==> config.mk <==
export PLATFORM = sky130hd
export DESIGN_NAME = octant_mirror_pipe
export DESIGN_NICKNAME = d
export VERILOG_FILES = /design/src/rtl/octant_mirror_pipe.sv
export SDC_FILE = /design/constraint.sdc
export NUM_CORES = 1
export LEC_CHECK = 0
export CORE_ASPECT_RATIO = 0.75
export CORE_UTILIZATION = 30
export DETAILED_ROUTE_END_ITERATION = 7
export PLACE_DENSITY = 0.56
export SLEW_MARGIN = 10
export SYNTH_ARGS = -nofsm -noshare
export SYNTH_HDL_FRONTEND = slang
export SYNTH_SLANG_ARGS = --single-unit
==> constraint.sdc <==
create_clock -name clk -period 4.6 [get_ports clk]
set_clock_uncertainty 0.15 [all_clocks]
set_input_delay 0.69 -clock clk [delete_from_list [all_inputs] [get_ports clk]]
set_output_delay 0.69 -clock clk [all_outputs]
set_load 0.005 [all_outputs]
==> src/rtl/octant_mirror_pipe.sv <==
// Octant mirror pipeline: maps CORDIC first-octant magnitudes (XM, YM) to signed
// sine/cosine amplitudes for the octant given by index_qua. The magnitudes are
// shifted, optionally rounded, saturated and negated over a two-stage
// valid/ready pipeline.
//
// Optional feature macro: MIRROR_COS_EN
//   defined   - cosine path present
//   undefined - cosine path omitted, cos_amp tied to 0, sat_flag from sine only
//
// Ports:
//   clk, reset (async, active-low)
//   XM, YM, index_qua, in_valid, in_ready : input beat (in_ready is combinational)
//   sin_amp, cos_amp, out_valid, out_ready: output beat (registered)
//   sat_flag, sat_clr                     : sticky saturation flag and its clear
module octant_mirror_pipe #(
    parameter int unsigned W     = 16,
    parameter int unsigned SHIFT = 1,
    parameter int unsigned ROUND = 0
) (
    input  logic         clk,
    input  logic         reset,
    input  logic [W-1:0] XM,
    input  logic [W-1:0] YM,
    input  logic [2:0]   index_qua,
    input  logic         in_valid,
    output logic         in_ready,
    output logic [W-1:0] sin_amp,
    output logic [W-1:0] cos_amp,
    output logic         out_valid,
    input  logic         out_ready,
    output logic         sat_flag,
    input  logic         sat_clr
);

    // Bit added for round-half-up; clamped so SHIFT=0 never indexes bit -1.
    localparam int unsigned RBIT = (SHIFT > 0) ? SHIFT - 1 : 0;
    localparam logic [W-1:0] MAX_POS = {1'b0, {(W-1){1'b1}}};

    // Shift with optional rounding; one extra bit absorbs the rounding carry.
    function automatic logic [W-1:0] scale(input logic [W-1:0] src);
        logic [W:0] ext;
        ext = {1'b0, src};
        if (ROUND != 0 && SHIFT != 0) begin
            ext = ext + (W+1)'(src[RBIT]);
        end
        return W'(ext >> SHIFT);
    endfunction

    // Clamp to the positive maximum, then apply the sign. Clamping first keeps
    // the result away from the most negative code and makes -0 equal 0.
    function automatic logic [W-1:0] sat_neg(input logic [W-1:0] m, input logic neg);
        logic [W-1:0] mag;
        mag = m[W-1] ? MAX_POS : m;
        return neg ? (~mag + W'(1)) : mag;
    endfunction

    logic         en1;
    logic         en2;
    logic         swap;
    logic         v1;
    logic         v2;
    logic [W-1:0] sin_m1;
    logic         sin_neg1;
    logic         cos_hit;
    logic         sat_set;

    // Pipeline advance enables.
    always_comb begin
        en2      = ~v2 | out_ready;
        en1      = ~v1 | en2;
        in_ready = en1;
        swap     = index_qua[0] ^ index_qua[1];
    end

    assign out_valid = v2;

    // Stage 1: sine magnitude and sign control.
    always_ff @(posedge clk or negedge reset) begin
        if (!reset) begin
            v1       <= 1'b0;
            sin_m1   <= '0;
            sin_neg1 <= 1'b0;
        end else if (en1) begin
            v1       <= in_valid;
            sin_m1   <= scale(swap ? YM : XM);
            sin_neg1 <= index_qua[1] ^ index_qua[2];
        end
    end

    // Stage 2: sine result, zeroed when a bubble advances into it.
    always_ff @(posedge clk or negedge reset) begin
        if (!reset) begin
            v2      <= 1'b0;
            sin_amp <= '0;
        end else if (en2) begin
            v2      <= v1;
            sin_amp <= v1 ? sat_neg(sin_m1, sin_neg1) : '0;
        end
    end

`ifdef MIRROR_COS_EN
    logic [W-1:0] cos_m1;
    logic         cos_neg1;

    // Stage 1: cosine magnitude and sign control.
    always_ff @(posedge clk or negedge reset) begin
        if (!reset) begin
            cos_m1   <= '0;
            cos_neg1 <= 1'b0;
        end else if (en1) begin
            cos_m1   <= scale(swap ? XM : YM);
            cos_neg1 <= index_qua[2];
        end
    end

    // Stage 2: cosine result, zeroed on bubbles.
    always_ff @(posedge clk or negedge reset) begin
        if (!reset) begin
            cos_amp <= '0;
        end else if (en2) begin
            cos_amp <= v1 ? sat_neg(cos_m1, cos_neg1) : '0;
        end
    end

    assign cos_hit = cos_m1[W-1];
`else
    assign cos_amp = '0;
    assign cos_hit = 1'b0;
`endif

    // A valid beat saturates when its magnitude has the sign bit set.
    assign sat_set = en2 & v1 & (sin_m1[W-1] | cos_hit);

    // Sticky saturation flag; a same-cycle set beats the clear.
    always_ff @(posedge clk or negedge reset) begin
        if (!reset) begin
            sat_flag <= 1'b0;
        end else begin
            sat_flag <= sat_set | (sat_flag & ~sat_clr);
        end
    end

endmodule

# Word level (Yosys, flattened, before mapping)
# Cells that the tools add are included.
dict set report classes {
  addsub 1
  mul 0
  div_mod_pow 0
  order_cmp 0
  n_eq_ne 0
  shift 0
  n_mux 3
  n_bitwise 9
  n_reduce_logical 0
}
# op n
set ops {}
lappend ops {{2-to-1 mux 16 bit} 3}
lappend ops {{adder 16 x 1 -> 16 bit (second input constant)} 1}
lappend ops {{inverter 15 -> 16 bit} 1}
lappend ops {{inverter 1 bit} 3}
lappend ops {{OR 1 bit} 2}
lappend ops {{bitwise XOR 1 bit} 2}
lappend ops {{bitwise AND 1 bit} 1}
dict set report word_totals {
  regBits 35
  latchBits 0
  mem_bits_rw 0
  mem_bits_ro 0
  input_bits 40
  wordCells 19
  memories 0
}

# Longest topological paths before layout
dict set report depth {
  ltp_word 4
  depth_mapped 7
}

# Worst setup path after synthesis
# No wires, ideal clock.
dict set report synth_path {
  path_kind {input port to output port}
  from {input port out_ready}
  to {output port in_ready}
  arrival_ps 1320
  required_ps 3760
  slack_ps 2440
  cell_stages 4
  n_path_buf 2
  cell_sequence {nor2b_1 > clkbuf_1 > nand2_1 > clkbuf_1}
}
dict set report synth_between {
  elab_chain_cells 2
}
# element line
set synth_lines {}
lappend synth_lines {{start, declared} 30} ;# input logic out_ready,
lappend synth_lines {{OR 1 bit} 69} ;# en2 = ~v2 | out_ready;
lappend synth_lines {{OR 1 bit} 70} ;# en1 = ~v1 | en2;
lappend synth_lines {{end, declared} 26} ;# output logic in_ready,
# Every way passes these cells.

# Worst setup path after layout
# Ends and elaborated chain as after synthesis.

==> impl_metrics.tcl <==
set metrics [dict create \
    gr-total-overflow 0 \
    hp-class "flip-flop to flip-flop" \
    slowest_stage "clkdlybuf4s50_1" \
    postPlaceCellArea_um2 2480 \
    setup_viol 0 \
    period_needed_ns 3.23 \
    cts_root_buffer "clkbuf_8" \
    cp.buffers_inverters 4 \
    sequentialPowerShare 0.459 \
    fillers 605 \
    diodes 0 \
    dp_hpwl_um 2950 \
    post_cts_resized 0 \
    synthFlopType "dfrtp_1" \
    cts_buffers 5 \
    ys_seq_area_frac 0.458 \
    crit_family "buffers and inverters" \
    grt_start_max_net_pins 36 \
    area_growth_syn_to_layout_pct 35.1 \
    vdd_ir_drop_max_uv 109 \
    grt_pass1_vias 1315 \
    ios 75 \
    r2r-end "sin_amp[14]$_DFFE_PN0P_" \
    switching_share 0.285 \
    p_comb_frac 0.276 \
    vias 1438 \
    synth_area_per_cell_um2 9.85 \
    netSwitchingPower_mw 0.256 \
    synthesis.area_um2 1910 \
    synth_cells 194 \
    p_per_area_nw_per_um2 348 \
    post_cts_buffers 0 \
    synth.ff_latch_count 35 \
    yosys_warnings 0 \
    cp.depth 6 \
    io_buffers 56 \
    wirelength_um 3900 \
    synth_area_leader_cell "dfrtp_1" \
    final_cell_mix "clkdlybuf4s50_1 (56), dfrtp_1 (35), nand2_1 (19)" \
    synth-edff-count 0 \
    final_nets 288 \
    p_leak_nw 1.12 \
    cts_tree "built" \
    post-route-period-util 0.702 \
    cp_data_arrival_time_ns 2.39 \
    clk_latency_ns 0.28 \
    slew_headroom 0.252 \
    cpPeakStageDelay_ns 0.58 \
    dr.pass1.iters 4 \
    critPathLaunch "out_ready" \
    reg2reg_depth 6 \
    postRouteAntennaNets 0 \
    remaining_drc_errors 0 \
    antenna_found_initial 0 \
    htree_levels 2 \
    yosys.cell_types.count 30 \
    drtIter0Drc 61 \
    final_common_cell "clkdlybuf4s50_1" \
    cp-end-kind "primary output" \
    crit_required_ns 3.76 \
    cp-start-kind "primary input" \
    grt_setup_unrepaired "no" \
    endpoint "in_ready" \
    status "completed" \
    p_int_mw 0.642 \
    reg2reg_from "sin_m1[0]$_DFFE_PN0P_" \
    final_layout_size_suffix_gt1_frac 0.0645 \
    grt_pass1_wl_um 6610 \
    path_class "primary input to primary output" \
    clockBufferDepth 2 \
    tightest_slew_ns 1.12 \
    ff2ff_setup_slack_ns 2.47 \
    pwr-share-clk 0.266 \
    finalMaxSlewViolations 0 \
    grt_use_total 0.130 \
    setup_tns_ns 0 \
    hold_viol_final 0 \
    chipWidth_um 94.2 \
    clock-sinks 35 \
    crit_chain "clkdlybuf4s50_1 -> nor2b_1 -> buf_4 -> nand2_1 -> buf_4 -> clkdlybuf4s50_1" \
    max_cap_viol_count 0 \
    cts_hold_buffers 0 \
    clkTransAtPathRegs_ns 0.07 \
    critPathMaxFanout 34 \
    async_reset_ff_frac 1.00 \
    die_h_um 71.1 \
    fmax_mhz 310 \
    stdcell_area_um2 2580 \
    synth_top_area_share 0.458 \
    core_area_um2 5980 \
    start_util 0.320 \
    synth_area_leaders "dfrtp_1 (46%), mux2i_1 (8.9%), buf_4 (6.3%), xor2_1 (5.0%), o31ai_1 (4.3%)" \
    vias_per_cell 4.41 \
    gp_congestion 0.709 \
    wl_per_cell_um 12.0 \
    rows 24 \
    dieArea_um2 6700 \
]
## per-layer routing
layer	wire (um)	track usage	vias up
met4	40	0.0462	0
met5	0	0	-
met3	283	0.0441	5
met1	2150	0.199	640
li1	-	-	742
met2	1430	0.164	51
## power by group through the flow
stage,clock (mW),combinational (mW),sequential [mW]
after detailed placement,0,0.251,0.418
final,0.238,0.247,0.412
after global routing,0.261,0.277,0.419
after floorplan,0,0.133,0.406
after CTS,0.248,0.252,0.412
after global placement,0,0.248,0.417
## cell type report
type | count | area, um2 | share of cell area
Multi-Input combinational cell | 143 | 913 | 0.354
Sequential cell | 35 | 876 | 0.339
Clock buffer | 8 | 100 | 0.0388
Inverter | 3 | 11.3 | 0.00436
Timing Repair Buffer | 59 | 583 | 0.226
Tap cell | 78 | 97.6 | 0.0378
## cell families after synthesis
logic type,synth area share
simple gates,0.147
compound gates,0.136
mux,0.0891
buf+inv,0.0969
other cells,0.00196
flops,0.458
xor+xnor,0.0642
fa+ha+maj,0.00655
## synthesized netlist by cell type (2+ instances only)
library cell and number:
nor2b_1 3, buf_4 16, or4_1 2, inv_1 3, nand2_1 19, clkbuf_1 10
nor2_1 17, a21oi_1 16, xnor2_1 3, dfrtp_1 35, o41ai_1 2, xor2_1 11
nand3_1 2, mux2i_1 17, o31ai_1 11, o21ai_1 11, nand2b_1 2, or4_4 2
## per-stage QoR
step	util	hold slack, ns	power [mW]	setup slack [ns]	std cells
after floorplan	-	0.244	0.539	2.44	209
after global routing	0.432	0.353	0.957	1.28	326
after CTS	0.432	0.334	0.912	1.38	326
after global placement	0.415	0.316	0.665	1.36	318
final	0.432	0.329	0.898	1.37	326
after detailed placement	0.415	0.318	0.669	1.39	318
## tightest hold or removal path: stages (launching register included)
cell,delay (ns)
dfrtp_1,0.34
nand2_1,0.05
o31ai_1,0.05
## state kept, by name (all words and copies together) (netlist names)
| register | flops |
|---|---|
| out_valid | 1 |
| sin_neg1 | 1 |
| sin_amp | 16 |
| v1 | 1 |
| sin_m1 | 15 |
| sat_flag | 1 |
## worst min-delay path by stage
| stage | startpoint | end | slack [ns] | cells past startpoint |
|---|---|---|---|---|
| after floorplan | reset | out_valid$_DFFE_PN0P_ | 0.24 | 0 |
| after global placement | sin_amp[3]$_DFFE_PN0P_ | sin_amp[3]$_DFFE_PN0P_ | 0.32 | 2 |
| after detailed placement | sin_amp[3]$_DFFE_PN0P_ | sin_amp[3]$_DFFE_PN0P_ | 0.32 | 2 |
| after CTS | sin_amp[3]$_DFFE_PN0P_ | sin_amp[3]$_DFFE_PN0P_ | 0.33 | 2 |
| after global routing | sin_amp[7]$_DFFE_PN0P_ | sin_amp[7]$_DFFE_PN0P_ | 0.35 | 2 |
| final | sin_amp[3]$_DFFE_PN0P_ | sin_amp[3]$_DFFE_PN0P_ | 0.33 | 2 |
Note: power is estimated with default switching activity, not from simulation.
